File: src/rtl/jtag_result_tx.sv
// -----------------------------------------------------------------------------
// jtag_result_tx
// Return path from the puzzle solver to the host through the JTAG user DR.
// The block takes one result word from the solver over a valid/ready handshake
// and keeps it in a holding register. On Capture-DR it loads a frame of
// {result, header} into a shift register. During Shift-DR it sends that frame
// out on tdo, LSB first. An Update-DR that follows a complete read acknowledges
// the result, which frees the holding register and advances the sequence
// count. Everything runs in the tck domain.
//
// Ports:
//   tck               sole clock (rising edge)
//   rst_n             synchronous active-low reset, clears all state
//   tdi               serial in, shifted into the frame MSB (content ignored)
//   tdo               serial out, shreg[0]
//   test_logic_reset  TAP Test-Logic-Reset, clears the shift path only
//   ir_is_user        user DR selected, qualifies capture/shift/update
//   capture_dr        TAP Capture-DR
//   shift_dr          TAP Shift-DR
//   update_dr         TAP Update-DR
//   result_valid      solver offers result_data
//   result_data       solver result word
//   result_ready      holding register empty (!hold_valid)
// -----------------------------------------------------------------------------
module jtag_result_tx #(
   parameter int RESULT_WIDTH = 32
) (
   input  logic                    tck,
   input  logic                    rst_n,
   input  logic                    tdi,
   output logic                    tdo,
   input  logic                    test_logic_reset,
   input  logic                    ir_is_user,
   input  logic                    capture_dr,
   input  logic                    shift_dr,
   input  logic                    update_dr,
   input  logic                    result_valid,
   input  logic [RESULT_WIDTH-1:0] result_data,
   output logic                    result_ready
);

   localparam int FRAME_WIDTH = RESULT_WIDTH + 8;
   localparam int CNT_W       = $clog2(FRAME_WIDTH + 1);
   localparam logic [CNT_W-1:0] FULL_CNT = CNT_W'(FRAME_WIDTH);

   typedef enum logic [1:0] {
      IDLE,
      LOADED,
      SHIFTING
   } state_t;

   state_t                  state;
   logic [FRAME_WIDTH-1:0]  shreg;
   logic [CNT_W-1:0]        bitcnt;
   logic                    cap_valid;
   logic [RESULT_WIDTH-1:0] hold_data;
   logic                    hold_valid;
   logic [3:0]              seq;

   logic                    accept;
   logic                    do_capture;
   logic                    do_shift;
   logic                    do_update;
   logic                    ack;
   logic [FRAME_WIDTH-1:0]  frame;

   assign accept     = result_valid && !hold_valid;
   assign do_capture = capture_dr && ir_is_user;
   assign do_shift   = shift_dr && ir_is_user && (state != IDLE);
   assign do_update  = update_dr && ir_is_user && (state != IDLE);

   // Only a frame that captured a valid result and was shifted out completely
   // counts as a read. A TAP reset on the same edge wins over the update.
   assign ack = do_update && !test_logic_reset && !do_capture && !do_shift &&
                cap_valid && (bitcnt == FULL_CNT);

   // Header: bit0 valid flag, bits3:1 zero, bits7:4 sequence count.
   assign frame = {hold_data, seq, 3'b000, hold_valid};

   assign tdo          = shreg[0];
   assign result_ready = !hold_valid;

   always_ff @(posedge tck) begin
      if (!rst_n) begin
         state      <= IDLE;
         shreg      <= '0;
         bitcnt     <= '0;
         cap_valid  <= 1'b0;
         hold_data  <= '0;
         hold_valid <= 1'b0;
         seq        <= 4'd0;
      end else begin
         // Holding register: acceptance and ack are exclusive because
         // result_ready is low whenever an ack is possible.
         if (accept) begin
            hold_data  <= result_data;
            hold_valid <= 1'b1;
         end else if (ack) begin
            hold_valid <= 1'b0;
            seq        <= seq + 4'd1;
         end

         // Shift path
         if (test_logic_reset) begin
            state     <= IDLE;
            shreg     <= '0;
            bitcnt    <= '0;
            cap_valid <= 1'b0;
         end else if (do_capture) begin
            shreg     <= frame;
            bitcnt    <= '0;
            cap_valid <= hold_valid;
            state     <= LOADED;
         end else if (do_shift) begin
            shreg <= {tdi, shreg[FRAME_WIDTH-1:1]};
            if (bitcnt != FULL_CNT) begin
               bitcnt <= bitcnt + 1'b1;
            end
            state <= SHIFTING;
         end else if (do_update) begin
            state <= IDLE;
         end
      end
   end

endmodule

File: config.mk
export PLATFORM = sky130hd
export DESIGN_NAME = jtag_result_tx
export DESIGN_NICKNAME = d
export VERILOG_FILES = /design/src/rtl/jtag_result_tx.sv
export SDC_FILE = /design/constraint.sdc
export NUM_CORES = 1
export LEC_CHECK = 0
export ABC_AREA = 1
export CORE_UTILIZATION = 55
export DETAILED_ROUTE_END_ITERATION = 8
export GPL_ROUTABILITY_DRIVEN = 0
export GPL_TIMING_DRIVEN = 1
export PLACE_DENSITY = 0.83
export SLEW_MARGIN = 25
export SYNTH_ARGS = -nofsm -noshare
export SYNTH_HDL_FRONTEND = slang
export SYNTH_SLANG_ARGS = --single-unit
File: constraint.sdc
create_clock -name tck -period 2.2 [get_ports tck]
set_clock_uncertainty 0.2 [all_clocks]
set_input_delay 0.22 -clock tck [delete_from_list [all_inputs] [get_ports tck]]
set_output_delay 0.22 -clock tck [all_outputs]
set_load 0.02 [all_outputs]
==> results of run 1 <==
-- cells in the final DEF (no fill, tap or decap) --
cell type        Yosys  final
xor2_1               1      1
nor2_2               2      2
clkinv_1             1      1
dfxtp_1             86     86
nor2_4               2      2
clkbuf_8             0     10
ha_1                 3      3
a21oi_2              3      3
nand4_1              4      4
buf_4                3      6
nor3b_2              1      1
o21ai_0             45     45
o211ai_1             1      1
clkbuf_1            13      1
bufinv_16            0      3
a31oi_1             18     18
nor2_1              64     64
inv_1               40     40
nand2_4              1      1
inv_2                5      5
clkdlybuf4s50_1      0     42
buf_12               0      3
a21oi_1             46     46
nand2_1             65     65
o21ai_1              8      8
nand3_1             43     43
nand2_2              5      5
clkinv_2             0      1
-- flip-flops by register name, indices dropped and copies added, names as in the netlist --
name and cells:
bitcnt 6, cap_valid 1, hold_data 32, hold_valid 1, seq 4, shreg 40
state 2
-- metal layers --
layer / vias up / share of wire [%] / global-route usage (%)
met5: - / 0 / 0
met4: 0 / 1.3 / 6.842
met3: 10 / 5.5 / 7.253
met2: 75 / 47 / 40.33
met1: 1427 / 46 / 28.65
li1: 1622 / - / -
-- worst max-delay path by stage --
stage / from / endpoint / slack, ps / depth (start not counted)
6_report: hold_valid$_SDFFE_PN0P_ / result_ready / 420 / 2
5_1_grt: hold_valid$_SDFFE_PN0P_ / seq[3]$_SDFFE_PN0P_ / 340 / 6
4_1_cts: hold_valid$_SDFFE_PN0P_ / result_ready / 410 / 2
3_5_place_dp: result_valid / seq[3]$_SDFFE_PN0P_ / 190 / 8
3_3_place_gp: result_valid / seq[3]$_SDFFE_PN0P_ / 270 / 8
2_1_floorplan: bitcnt[0]$_SDFFE_PP0P_ / seq[0]$_SDFFE_PN0P_ / 690 / 9
-- cell type report --
class	instances	area share, %
Clock inverter	4	2.236
Tap cell	75	2.207
Multi-Input combinational cell	312	35.33
Inverter	46	4.060
Clock buffer	11	3.325
Timing Repair Buffer	51	12.36
Sequential cell	86	40.48
-- logic make-up after synthesis --
group / Yosys count / synth area share, %
AO/OA/AOI/OAI: 121 / 18.05
buffers and inverters: 75 / 9.324
flip-flops: 86 / 48.42
adder cells (fa/ha/maj): 3 / 1.056
XOR/XNOR: 1 / 0.2464
AND/OR/NAND/NOR: 187 / 22.91
-- cell usage after synthesis --
master    number  area (µm²)
dfxtp_1       86        1722
nand2_1       65       244.0
nor2_1        64       240.2
a21oi_1       46       230.2
o21ai_0       45       225.2
nand3_1       43       215.2
inv_1         40       150.1
a31oi_1       18       112.6
clkbuf_1      13       48.80
o21ai_1        8       40.04
buf_2          7       35.03
inv_2          5       18.77
nand2_2        5       31.28
buf_6          4       45.04
nand4_1        4       25.02
a21oi_2        3       26.28
buf_4          3       22.52
ha_1           3       37.54
buf_1          2       7.510
nor2_2         2       12.51
nor2_4         2       22.52
clkinv_1       1       3.750
nand2_4        1       11.26
nor3b_2        1       12.51
o211ai_1       1       7.510
xor2_1         1       8.760
-- critical path, delay by kind of cell (launching register included) --
family	cells	cell delay [ps]
flip-flops	1	350
buffers and inverters	2	660
-- power breakdown --
part,total [mW],switching (mW),internal (mW)
Sequential,1.64,0.0233,1.61
Clock,1.31,0.528,0.778
Combinational,0.283,0.158,0.126
-- through the flow --
| step | power (mW) | std cells | util [%] | worst slack (ps) | cell area, µm² |
|---|---|---|---|---|---|
| 2_1_floorplan | 1.828 | 473 | - | 692.5 | 3556 |
| 3_3_place_gp | 1.943 | 570 | 66.27 | 269.2 | 4016 |
| 3_5_place_dp | 1.951 | 570 | 66.27 | 187.5 | 4016 |
| 4_1_cts | 3.236 | 585 | 70.17 | 411.8 | 4253 |
| 5_1_grt | 3.340 | 585 | 70.17 | 342.4 | 4253 |
| 6_report | 3.225 | 585 | 70.17 | 415.9 | 4253 |
==> run summary, run 1 <==
Status -> finished clean
Cell area after synthesis -> 0.003556 mm²
Slew @ Worst Pin -> 737.7 ps
Setup Buffers After CTS -> 0
P_leak -> 1.574 nW
Worst path slowest cell -> clkdlybuf4s50_1
Num ports -> 43
First-pass GRT wire length -> 12030 µm
Clock Sink Count -> 86
RSZ-0062 raised after global routing -> no
Worst VDD drop -> 0.6176 mV
Drt first pass iters -> 4
P per Cell Area -> 758.2 mW/mm²
Setup violators final -> 0
Crit-path max cell delay -> 590 ps
Core footprint -> 0.006061 mm²
Register area share after synthesis -> 48.42%
Ratio of cells with drive above 1 in the final layout -> 8.235%
H-Tree Level Count -> 3
# Max-Cap Violations -> 0
Crit path arrival time -> 1360 ps
PostCTS Resize Cnt -> 0
# diodes -> 0
TritonCTS buffer count -> 9
Routed Antenna Nets -> 0
Port-buffer cells -> 42
Area taken by multi-input logic gates -> 0.001503 mm²
CTS hold repair buffers -> 0
Die area -> 0.006791 mm²
Via density -> 5.357
Rows -> 28
Root Driver -> clkbuf_8
Worst setup path class -> flop to output pin
Reg2Reg Depth -> 6
Clk pin slew, worst setup/hold paths -> 80 ps
Required @ worst endpoint -> 1780 ps
Minimum clock period -> 1784 ps
WHS -> 252.5 ps
Tcrit/Tclk final -> 81.10%
Vias in the first global route -> 2700
Setup TNS -> 0 ps
Drc violations -> 0
Layout filler cell count -> 509
Post-Synthesis Cells -> 473
Final Max Slew Viols -> 0
Syn_nets -> 517
Die width -> 82.41 µm
Fmax achieved -> 560.5 MHz
Final Net Count -> 550
Worst Setup Start Kind -> flop
Routed wire per std cell -> 12.89 µm
Register area -> 0.001722 mm²
Placed wire-length estimate -> 4764 µm
Final Hold Viols -> 0
Drt total wl -> 7539 µm
Hold EP -> hold_data[13]$_SDFFE_PN0P_
Hold Path Cell Cnt -> 2
Syn avg cell area -> 7.518 µm²
Vias -> 3134
TritonCTS clock tree -> yes
Worst R2R Setup Slack -> 500 ps
Hold Path Origin -> hold_data[13]$_SDFFE_PN0P_
Critical R2R Launch -> hold_valid$_SDFFE_PN0P_
Max transition margin -> 50.75%
Max clock buf depth -> 2
Initial Utilization -> 58.67%
Initial DRC Count -> 188
Layout area overhead -> 19.60%
Worst flop-to-flop path endpoint -> seq[3]$_SDFFE_PN0P_
Type of destination of the critical path -> output pin
Overflow left after global routing -> 0
Worst-path maximum fanout -> 4
Seq cells post-synth -> 86
Worst skew pair latency -> 350 ps
Height of the die -> 82.41 µm
Hold Path Class -> flop to flop
All-Layer GR Usage -> 23.68%
Pin count of the biggest net entering global routing -> 52
Initial antenna violation count -> 0
CP cell instances -> inv_1 -> clkdlybuf4s50_1
Ys Warns -> 0
Unique masters post-synth -> 26
(Power assumes the default switching activity.)
==> run 2, diff against run 1 <==
==> constraint.sdc (replaced) <==
create_clock -name tck -period 1.7 [get_ports tck]
set_clock_uncertainty 0.2 [all_clocks]
set_input_delay 0.17 -clock tck [delete_from_list [all_inputs] [get_ports tck]]
set_output_delay 0.17 -clock tck [all_outputs]
set_load 0.02 [all_outputs]
==> run 2 against run 1 <==
  * Core utilization grew 1.7 points
  * Cell count rose by 1.5%
  * Sequential share of layout area fell by 0.91 points
  * Cell area rose by 2.4%
  * Sequential cell count stayed put
  * Global-route usage rose by 2.0 points
  * Largest cell class unchanged
==> run summary, run 2 (synthesized netlist as in run 1, its figures left out) <==
Status -> finished clean
H-Tree Level Count -> 3 (unchanged)
Core footprint -> 0.006061 mm² (unchanged)
Vias in the first global route -> 2979 (+10%)
Worst skew pair latency -> 350 ps (about the same)
# diodes -> 0 (unchanged)
Placed wire-length estimate -> 5368 µm (+13%)
Slew @ Worst Pin -> 317.0 ps (-420.7 ps)
Initial antenna violation count -> 0 (unchanged)
Post-DP Area -> 0.004099 mm² (+2.1%)
Biggest regs -> shreg (40), hold_data (32), bitcnt (6)
Required @ worst endpoint -> 1800 ps (+20 ps)
Layout area overhead -> 22.52%
Fmax achieved -> 639.4 MHz
Hold Path Class -> primary input to flop
Initial DRC Count -> 165 (-12%)
Die width -> 82.41 µm (unchanged)
Drt first pass iters -> 5 (+1)
Pre-CTS setup slack -> -142.0 ps (-329.4 ps)
Ratio of cells with drive above 1 in the final layout -> 10.79% (+2.6 points)
Top reg by flops -> shreg
Routed wire per std cell -> 13.47 µm (+4.5%)
Die area -> 0.006791 mm² (unchanged)
RSZ-0062 raised after global routing -> yes
Max clock buf depth -> 2 (unchanged)
Height of the die -> 82.41 µm (unchanged)
P per Cell Area -> 943.1 mW/mm² (+24%)
Worst VDD drop -> 0.6846 mV (+11%)
Vias -> 3254 (+3.8%)
Final Max Slew Viols -> 0 (unchanged)
Root Driver -> clkbuf_8
Type of destination of the critical path -> flop
Final Net Count -> 558 (+1.5%)
Finished Cell Area -> 0.004357 mm² (+2.4%)
TritonCTS buffer count -> 9 (unchanged)
Initial Utilization -> 58.67% (unchanged)
Flip-flop count of the largest register after layout -> 40 (unchanged)
Rows -> 28 (unchanged)
Commonest non-fill, non-tap cell in the layout -> dfxtp_1
Setup violators final -> 0 (unchanged)
Clock Sink Count -> 86 (unchanged)
Worst Setup Start Kind -> flop
Via density -> 5.478 (+2.3%)
Pin count of the biggest net entering global routing -> 44 (-15%)
Worst-path maximum fanout -> 5 (+1)
Final Hold Viols -> 0 (unchanged)
Worst setup margin -> 136.1 ps (-279.8 ps)
Overflow left after global routing -> 0 (unchanged)
Drc violations -> 0 (unchanged)
# Max-Cap Violations -> 0 (unchanged)
Port-buffer cells -> 42 (unchanged)
Worst setup path class -> flop to flop
Routed Antenna Nets -> 0 (unchanged)
Most frequent cells in the layout -> dfxtp_1 (84), nand2_1 (65), nor2_1 (64), o21ai_0 (45), a21oi_1 (45)
TritonCTS clock tree -> yes
Num ports -> 43 (unchanged)
Max transition margin -> 78.87% (+28 points)
First-pass GRT wire length -> 13030 µm (+8.3%)
CTS hold repair buffers -> 0 (unchanged)
Tcrit/Tclk final -> 91.99%
Clk pin slew, worst setup/hold paths -> 90 ps (about the same)
All-Layer GR Usage -> 25.73% (+2.0 points)
Drt total wl -> 8000 µm (+6.1%)
P_leak -> 1.637 nW (+4.0%)
Crit path arrival time -> 1660 ps (+300 ps)
Minimum clock period -> 1564 ps
## run 2: cell count changes in the layout (fill, tap and decap cells not counted), sizes merged
cell           before  now
buf                 9   17
bufinv              3    2
inv                45   46
dlymetal6s2s        0    1
dlygate4sd2         0    1
clkinvlp            0    1
clkdlybuf4s50      42   40
## run 2: area by class of cell
type | instances | area (µm²)
Inverter | 46 | 172.7
Multi-Input combinational cell | 312 | 1519
Tap cell | 75 | 93.84
Fill cell | 495 | 1704
Clock buffer | 11 | 141.4
Timing Repair Buffer | 59 | 624.3
Sequential cell | 86 | 1724
Clock inverter | 5 | 81.33
## run 2: worst max-delay path, stage by stage, from the launching register on
cell and delay (ps):
dfxtp_2 350, inv_1 60, ha_1 200, nand2_1 70
inv_1 60, nand3_4 100, nand2_4 90, nor2_4 110
nand3_1 90, nand2_1 70, inv_1 40, nor2_1 90
## run 2: what timing repair did
| action | 4_1_cts | 5_1_grt |
|---|---|---|
| endpoints found under the setup margin | 4 | 7 |
| setup buffers | 0 | 2 |
| pin swaps | 0 | 1 |
| resized for setup | 2 | 6 |
## run 2: worst paths after layout
check | start | endpoint | slack [ps] | cells past startpoint
worst max-delay path | bitcnt[0]$_SDFFE_PP0P_ | bitcnt[5]$_SDFFE_PP0P_ | 140 | 11
worst min-delay path | result_data[1] | hold_data[1]$_SDFFE_PN0P_ | 190 | 3
worst max register to register | bitcnt[0]$_SDFFE_PP0P_ | bitcnt[5]$_SDFFE_PP0P_ | 140 | 11
worst min register to register | hold_data[15]$_SDFFE_PN0P_ | hold_data[15]$_SDFFE_PN0P_ | 250 | 2
## run 2: per-stage QoR
step                power [mW]  hold slack (ps)  utilization [%]  std cells  TNS [ps]
CTS                      4.121            186.7            71.37        592         0
global placement         2.536            236.2            67.63        576     -1733
detailed placement       2.549            241.3            67.63        576     -3904
finish                   4.109            191.2            71.88        594         0
floorplan                2.366            103.3                -        473         0
global route             4.264            184.1            71.88        594    -8.181
## run 2: power by group
| part | switching (mW) | internal (mW) | leakage [nW] |
|---|---|---|---|
| clock network | 0.731 | 0.871 | 0.110 |
| logic | 0.209 | 0.180 | 0.825 |
| registers | 0.0320 | 2.09 | 0.702 |
## run 2: metal layers
layer	GRT usage [%]	part of all wire, %	vias to the layer above
met4	8.246	1.1	0
met5	0	0	-
met1	30.76	43	1515
met3	7.912	6.2	10
li1	-	-	1635
met2	43.88	49	94
==> run 3, diff against run 2 <==
--- a/config.mk
+++ b/config.mk
@@ -6,6 +6,7 @@
 export NUM_CORES = 1
 export LEC_CHECK = 0
 export ABC_AREA = 1
+export CORE_MARGIN = 2
 export CORE_UTILIZATION = 55
 export DETAILED_ROUTE_END_ITERATION = 8
 export GPL_ROUTABILITY_DRIVEN = 0
==> run 3 against run 2 <==
  * Core utilization decreased by 1.8 points
  * Critical endpoint is now bitcnt[2]$_SDFFE_PP0P_
  * Die area increased by 4.9%
  * Fmax increased by 0.33%
  * Critical path type unchanged
==> run summary, run 3 (synthesized netlist as in run 1, its figures left out) <==
Status -> finished clean
Die width -> 84.41 µm (+2.4%)
Minimum clock period -> 1559 ps (-5.180 ps)
Overflow left after global routing -> 0 (unchanged)
Routed wire per std cell -> 12.62 µm (-6.3%)
Port-buffer cells -> 42 (unchanged)
Layout area overhead -> 24.45%
Slew @ Worst Pin -> 312.1 ps (-4.868 ps)
TritonCTS clock tree -> yes
Crit-path max cell delay -> 350 ps (about the same)
Commonest non-fill, non-tap cell in the layout -> dfxtp_1
Crit path arrival time -> 1610 ps (-50 ps)
Drt first pass iters -> 4 (-1)
Core footprint -> 0.006314 mm² (+4.2%)
Tcrit/Tclk final -> 91.69% (-0.30 points)
Vias in the first global route -> 2916 (-2.1%)
# diodes -> 0 (unchanged)
Root Driver -> clkbuf_8
CP cell instances -> inv_1 -> ha_1 -> nand2_1 -> inv_1 -> nand3_4 -> nand2_4 -> inv_1 -> nand3_1 -> nand2_1 -> a21oi_1
Drt total wl -> 7624 µm (-4.7%)
Flip-flop count of the largest register after layout -> 40 (unchanged)
Worst-path maximum fanout -> 5 (unchanged)
RSZ-0062 raised after global routing -> no
Initial Utilization -> 56.32% (-2.3 points)
CTS hold repair buffers -> 0 (unchanged)
Max transition margin -> 79.19% (+0.32 points)
First-pass GRT wire length -> 13190 µm (+1.2%)
Hold Path Class -> primary input to flop
Height of the die -> 84.41 µm (+2.4%)
Layout filler cell count -> 518 (+4.6%)
Final Net Count -> 567 (+1.6%)
Drc violations -> 0 (unchanged)
All-Layer GR Usage -> 22.38% (-3.3 points)
Num ports -> 43 (unchanged)
Worst skew pair latency -> 340 ps (about the same)
Fin util -> 70.10% (-1.8 points)
Initial antenna violation count -> 0 (unchanged)
Worst VDD drop -> 0.7641 mV (+12%)
WHS -> 196.7 ps (+5.496 ps)
Via density -> 5.296 (-3.3%)
Placed wire-length estimate -> 5279 µm (-1.7%)
Initial DRC Count -> 177 (+7.3%)
Worst Setup Start Kind -> flop
Die area -> 0.007124 mm² (+4.9%)
Pre-CTS setup slack -> -126.1 ps (+15.91 ps)
Tot Pwr -> 4.079 mW (-0.74%)
TritonCTS buffer count -> 9 (unchanged)
Vias -> 3199 (-1.7%)
Clk pin slew, worst setup/hold paths -> 90 ps (about the same)
Rows -> 29 (+3.6%)
H-Tree Level Count -> 3 (unchanged)
Worst path slowest cell -> dfxtp_2
# Max-Cap Violations -> 0 (unchanged)
Setup Buffers After CTS -> 0 (unchanged)
Required @ worst endpoint -> 1750 ps (-50 ps)
Worst setup margin -> 141.3 ps (+5.180 ps)
Final Max Slew Viols -> 0 (unchanged)
Worst setup path class -> flop to flop
Routed Antenna Nets -> 0 (unchanged)
P_leak -> 1.680 nW (+2.6%)
Setup violators final -> 0 (unchanged)
Ratio of cells with drive above 1 in the final layout -> 12.33% (+1.5 points)
Type of destination of the critical path -> flop
Area taken by multi-input logic gates -> 0.001520 mm² (about the same)
Max clock buf depth -> 2 (unchanged)
Clock Sink Count -> 86 (unchanged)
Pin count of the biggest net entering global routing -> 51 (+16%)
Biggest regs -> shreg (40), hold_data (32), bitcnt (6)
Final Hold Viols -> 0 (unchanged)
Critical Path Most Common Cell -> inv_1
P per Cell Area -> 921.6 mW/mm² (-2.3%)
Top reg by flops -> shreg
Most frequent cells in the layout -> dfxtp_1 (84), nand2_1 (65), nor2_1 (64), a21oi_1 (46), o21ai_0 (45)
Register area -> 0.001724 mm² (unchanged)
Fmax achieved -> 641.6 MHz (+0.33%)
## run 3: cell count changes in the layout (fill, tap and decap cells not counted), sizes merged
cell,before,now
clkinvlp,1,0
clkbuf,11,10
clkinv,2,3
buf,17,26
## run 3: final cells by class
cell class | count | area share [%]
inverter | 46 | 3.902
timing repair buffer | 68 | 15.63
multi-input combinational | 312 | 34.35
clock buffer | 10 | 3.110
tap | 77 | 2.177
clock inverter | 5 | 1.866
sequential | 86 | 38.96
## run 3: timing repair
item,in CTS,in global routing
pin swaps,0,1
resized for setup,2,6
endpoints found under the setup margin,2,12
## run 3: path summary, 6_finish.rpt
kind	from	to	slack, ps	depth (start not counted)
min	result_data[25]	hold_data[25]$_SDFFE_PN0P_	200	3
max reg2reg	bitcnt[0]$_SDFFE_PP0P_	bitcnt[2]$_SDFFE_PP0P_	140	10
max	bitcnt[0]$_SDFFE_PP0P_	bitcnt[2]$_SDFFE_PP0P_	140	10
min reg2reg	hold_data[13]$_SDFFE_PN0P_	hold_data[13]$_SDFFE_PN0P_	250	2
## run 3: metrics by stage
step                      TNS (ps)  cells  cell area (µm²)
final                            0    604             4425
after global routing             0    604             4425
after CTS                        0    604             4408
after detailed placement     -3041    589             4184
after global placement       -1578    589             4184
after floorplan                  0    473             3556
## run 3: power by group
part	total (mW)	switching, mW	internal (mW)	leakage, nW
Clock	1.56	0.697	0.865	0.113
Sequential	2.12	0.0297	2.09	0.702
Combinational	0.401	0.208	0.193	0.866
## run 3: critical path, delay by kind of cell (launching register included)
kind / cells / cell delay [ps]
AO/OA/AOI/OAI: 1 / 30
adder cells (fa/ha/maj): 1 / 200
flip-flops: 1 / 350
AND/OR/NAND/NOR: 5 / 420
buffers and inverters: 3 / 260
## run 3: per-layer routing
layer,vias to the layer above,wire length [µm],global-route usage (%)
met5,-,0,0
met2,62,3667,36.72
met4,0,122,8.081
met1,1474,3592,29.77
met3,14,243,4.031
li1,1649,-,-
==> variant 1, RTL diff (settings of run 1) <==
Compare `bitcnt` against `FULL_CNT` with >= in place of ==.
--- a/src/rtl/jtag_result_tx.sv
+++ b/src/rtl/jtag_result_tx.sv
@@ -73,5 +73,5 @@
    // counts as a read. A TAP reset on the same edge wins over the update.
    assign ack = do_update && !test_logic_reset && !do_capture && !do_shift &&
-                cap_valid && (bitcnt == FULL_CNT);
+                cap_valid && (bitcnt >= FULL_CNT);
 
    // Header: bit0 valid flag, bits3:1 zero, bits7:4 sequence count.
Function: same outputs for any inputs over 10 cycles, from zero or initial values and one cycle with rst_n low; that may be too few to reach the edited logic, so the function may still have changed.
==> variant 1 against run 1 <==
Cell area shrank 2.3%; wire length is 0.88% higher; total power down 6.0%; maximum frequency down 0.27%; sequential cell count is the same; worst hold slack got worse by 0.020 ns; setup slack lost 0.0048 ns; synthesized area fell by 1.4%; highest routed layer unchanged.
==> variant 1: results (changes against run 1) <==
Result of the run: complete, no violations (unchanged). The number of nets produced by synthesis came out at 507 (was 517). The worst reg-to-reg path cell count came out at 7 (was 6). The path type of the worst min-delay path is in2reg (was reg2reg). The setup slack after layout came to 0.411 ns (was 0.416 ns). The clock distribution area overhead in the final layout came out at 0.0476 (was 0.0556). Ranking of synthesized cells by instance count: 86 x dfxtp_1, 76 x nand2_1, 75 x nor2_1, 46 x nand3_1, 45 x o21ai_0 (was 86 x dfxtp_1, 65 x nand2_1, 64 x nor2_1, 46 x a21oi_1, 45 x o21ai_0). The maximum vdd drop came out at 0.514 mV (was 0.618 mV). The cell with the biggest individual delay on the critical path is clkdlybuf4s50_1 (unchanged). The number of global-route vias before repair came out at 2849 (was 2700). The total placed instance area came out at 0.00396 mm2 (was 0.00402 mm2).

The routed wire length on met3 came to 306 um (was 413 um). The HPWL reported at the end of detailed placement was 4940 um (was 4760 um). The number of distinct library cell variants in the gate-level netlist after synthesis came out at 28 (was 26).

The worst slew margin relative to its limit is 0.753 (was 0.507). The pre-CTS setup slack is 0.205 ns (was 0.187 ns). The total leakage power came out at 1.45 nW (was 1.57 nW). The post-synthesis sequential area ratio was 0.491 (was 0.484). The number of non-clock buffers in the layout is 52 (was 51). The register-to-register path setup slack came out at 0.61 ns (was 0.50 ns).

The met1 capacity usage during global routing came out at 0.308 (was 0.286). The met1 wire length came to 3470 um (was 3450 um). The startpoint of the lowest-slack register-to-register path is state[0]$_SDFFE_PP0P_ (was hold_valid$_SDFFE_PN0P_). The global-route usage over all layers came out at 0.250 (was 0.237).

The number of nets in the layout is 542 (was 550). The worst-case hold path end point is hold_data[14]$_SDFFE_PN0P_ (was hold_data[13]$_SDFFE_PN0P_). The largest net degree at the start of global routing came out at 38 (was 52).

The count of multi-input combinational gates came to 320 (was 312). The met2 wire length came out at 3680 um (was 3580 um). The buffer share of cell area is 0.125 (was 0.124). The layout cell share with drive strength beyond 1 came out at 0.0755 (was 0.0824). The number of DRC markers in iteration 0 was 247 (was 188). The area of combinational cells with multiple inputs is 0.00151 mm2 (was 0.00150 mm2). The wire length of the first global-routing pass is 12600 um (was 12000 um). The number of placed cells counting well taps was 562 (was 570). The met3 usage in global routing is 0.0400 (was 0.0725). The worst hold margin is 0.233 ns (was 0.253 ns). The mean instance size in the synthesized netlist is 7.57 um2 (was 7.52 um2). The number of cells traversed by the worst hold path is 3 (was 2).

The share of the final layout cell area in sequential cells was 0.414 (was 0.405). The power per standard cell area came to 729 mW/mm2 (was 758 mW/mm2). The launch point of the worst hold path is result_data[14] (was hold_data[13]$_SDFFE_PN0P_). The reg-to-reg endpoint is shreg[19]$_SDFFE_PP0P_ (was seq[3]$_SDFFE_PN0P_).

The total wire length after detailed routing came out at 7610 um (was 7540 um). The met2 demand-to-capacity share in global routing is 0.418 (was 0.403). Top post-synthesis cells by area: dfxtp_1 49%, nand2_1 8.1%, nor2_1 8.0% (was dfxtp_1 48%, nand2_1 6.9%, nor2_1 6.8%). The layout clock buffer count is 9 (was 11).

The count of non-CTS inverters in the layout came out at 29 (was 46).
variant 1: changes by cell type after synthesis, sizes merged, moves of 4 or more:
| cell | change |
|---|---|
| o21ai | -7 |
| nand2 | +8 |
| a21oi | -21 |
| inv | -16 |
| a31oi | +10 |
| clkbuf | -4 |
| nor2 | +10 |
variant 1: logic make-up (layout without fill, tap and decap cells):
family,Yosys count,in the layout,share of synthesized area
simple gates,210,210,0.253
compound gates,106,106,0.165
flops,86,86,0.491
buf+inv,57,97,0.0775
fa+ha+maj,3,3,0.0107
xor+xnor,1,1,0.00250
variant 1: report_power, final:
| part | switching (W) | internal, W |
|---|---|---|
| sequential | 0.0000280 | 0.00161 |
| combinational | 0.000151 | 0.000123 |
| clock | 0.000593 | 0.000526 |
variant 1: critical path: cells and delay by family, from the launching register on:
kind | cells | cell delay, ns
buffers and inverters | 2 | 0.68
DFF | 1 | 0.33
==> variant 2, RTL diff (settings of run 1) <==
Made on the original files. `RESULT_WIDTH`: 32 -> 64.
--- a/src/rtl/jtag_result_tx.sv
+++ b/src/rtl/jtag_result_tx.sv
@@ -24,5 +24,5 @@
 // -----------------------------------------------------------------------------
 module jtag_result_tx #(
-   parameter int RESULT_WIDTH = 32
+   parameter int RESULT_WIDTH = 64
 ) (
    input  logic                    tck,
Ports: changed (resized result_data); port bits go from 43 to 75. The function was not compared with the original's and may differ.
==> variant 2 against run 1 <==
Core utilization is 0.077 points higher; first-iteration DRC count is 110% higher; total power is 90% higher; setup slack worse by 0.17 ns; cell area is 73% higher; synthesized area is 68% higher; clock power is 110% higher; wire length is 89% higher; sequential cell count is 65 higher; critical path type unchanged; largest power group unchanged.
==> variant 2: results (changes against run 1) <==
The count of port buffers added during placement is 74 (was 42). The layout clock buffer count came out at 17 (was 11). The internal portion of total power came to 0.00460 W (was 0.00252 W).

The number of instances in the synthesized netlist came to 790 (was 473). The count of multi-input combinational gates is 530 (was 312). The number of DRC markers in iteration 0 was 389 (was 188). The wire length of the first global-routing pass is 23600 um (was 12000 um). The number of distinct library cell variants in the gate-level netlist after synthesis came to 31 (was 26). The met1 wire length came out at 6060 um (was 3450 um).

The detail-routed via count per cell was 5.57 (was 5.36). The startpoint of the lowest-slack register-to-register path was bitcnt[0]$_SDFFE_PP0P_ (was hold_valid$_SDFFE_PN0P_). Ranking of synthesized cells by instance count: 151 x dfxtp_1, 122 x nor2_1, 117 x nand2_1, 92 x o21ai_0, 72 x nand3_1 (was 86 x dfxtp_1, 65 x nand2_1, 64 x nor2_1, 46 x a21oi_1, 45 x o21ai_0). Largest registers ranked by flip-flop count: shreg (72), hold_data (64), bitcnt (7) (was shreg (40), hold_data (32), bitcnt (6)). Result of the run: complete, no violations (unchanged).

The largest net degree at the start of global routing came out at 72 (was 52). The number of non-clock buffers in the layout came out at 89 (was 51). The number of clock sinks seen by CTS came out at 151 (was 86). The routed wire length on met3 is 657 um (was 413 um). The count of non-CTS inverters in the layout was 53 (was 46). The critical path arrival is 1.53 ns (was 1.36 ns).

The filler cell count came to 806 (was 509). The number of global-route vias before repair is 5152 (was 2700). The path type of the worst min-delay path was in2reg (was reg2reg). The buffer share of cell area came out at 0.122 (was 0.124). The clock distribution area overhead in the final layout came to 0.0752 (was 0.0556). The detailed-routing iteration count for the pre-antenna-repair pass came out at 5 (was 4). The maximum vdd drop is 0.449 mV (was 0.618 mV).

The number of nets in the layout is 918 (was 550). The global-route usage over all layers came out at 0.262 (was 0.237). The number of cells traversed by the worst hold path came out at 5 (was 2). The reg-to-reg endpoint is bitcnt[3]$_SDFFE_PP0P_ (was seq[3]$_SDFFE_PN0P_). The met2 demand-to-capacity share in global routing is 0.457 (was 0.403). The total leakage power is 2.65 nW (was 1.57 nW). The actual transition at the worst max-transition pin is 0.549 ns (was 0.738 ns). The worst reg-to-reg path cell count came out at 10 (was 6). The insertion delay of the later-clocked pin in the worst-skew pair came out at 0.52 ns (was 0.35 ns). The met1 capacity usage during global routing is 0.316 (was 0.286). The final routed wire length divided by cell count came to 14.4 um (was 12.9 um). The total wire length after detailed routing was 14300 um (was 7540 um). The worst-case hold path end point is shreg[19]$_SDFFE_PP0P_ (was hold_data[13]$_SDFFE_PN0P_). The post-synthesis sequential area ratio came out at 0.505 (was 0.484).
## variant 2: cell count changes in the layout (fill, tap and decap cells not counted), sizes merged, moves of 11 or more
cell and change:
dfxtp +65, nor2 +56, nand2 +52, o21ai +39, clkdlybuf4s50 +31, nand3 +30, a31oi +25, inv +14
a21oi +11
## variant 2: cell families after synthesis
| logic type | synth area share |
|---|---|
| AO/OA/AOI/OAI | 0.176 |
| XOR/XNOR | 0.00439 |
| adder cells (fa/ha/maj) | 0.00627 |
| buffers and inverters | 0.0788 |
| flip-flops | 0.505 |
| AND/OR/NAND/NOR | 0.230 |
## variant 2: per-stage QoR
stage                     instance area [um2]  setup slack [ns]  power [W]
after floorplan                          5990             0.670    0.00324
after global placement                   6800             0.261    0.00344
after detailed placement                 6800             0.189    0.00346
after CTS                                7350             0.234    0.00616
after global routing                     7350             0.200    0.00635
final                                    7350             0.250    0.00614
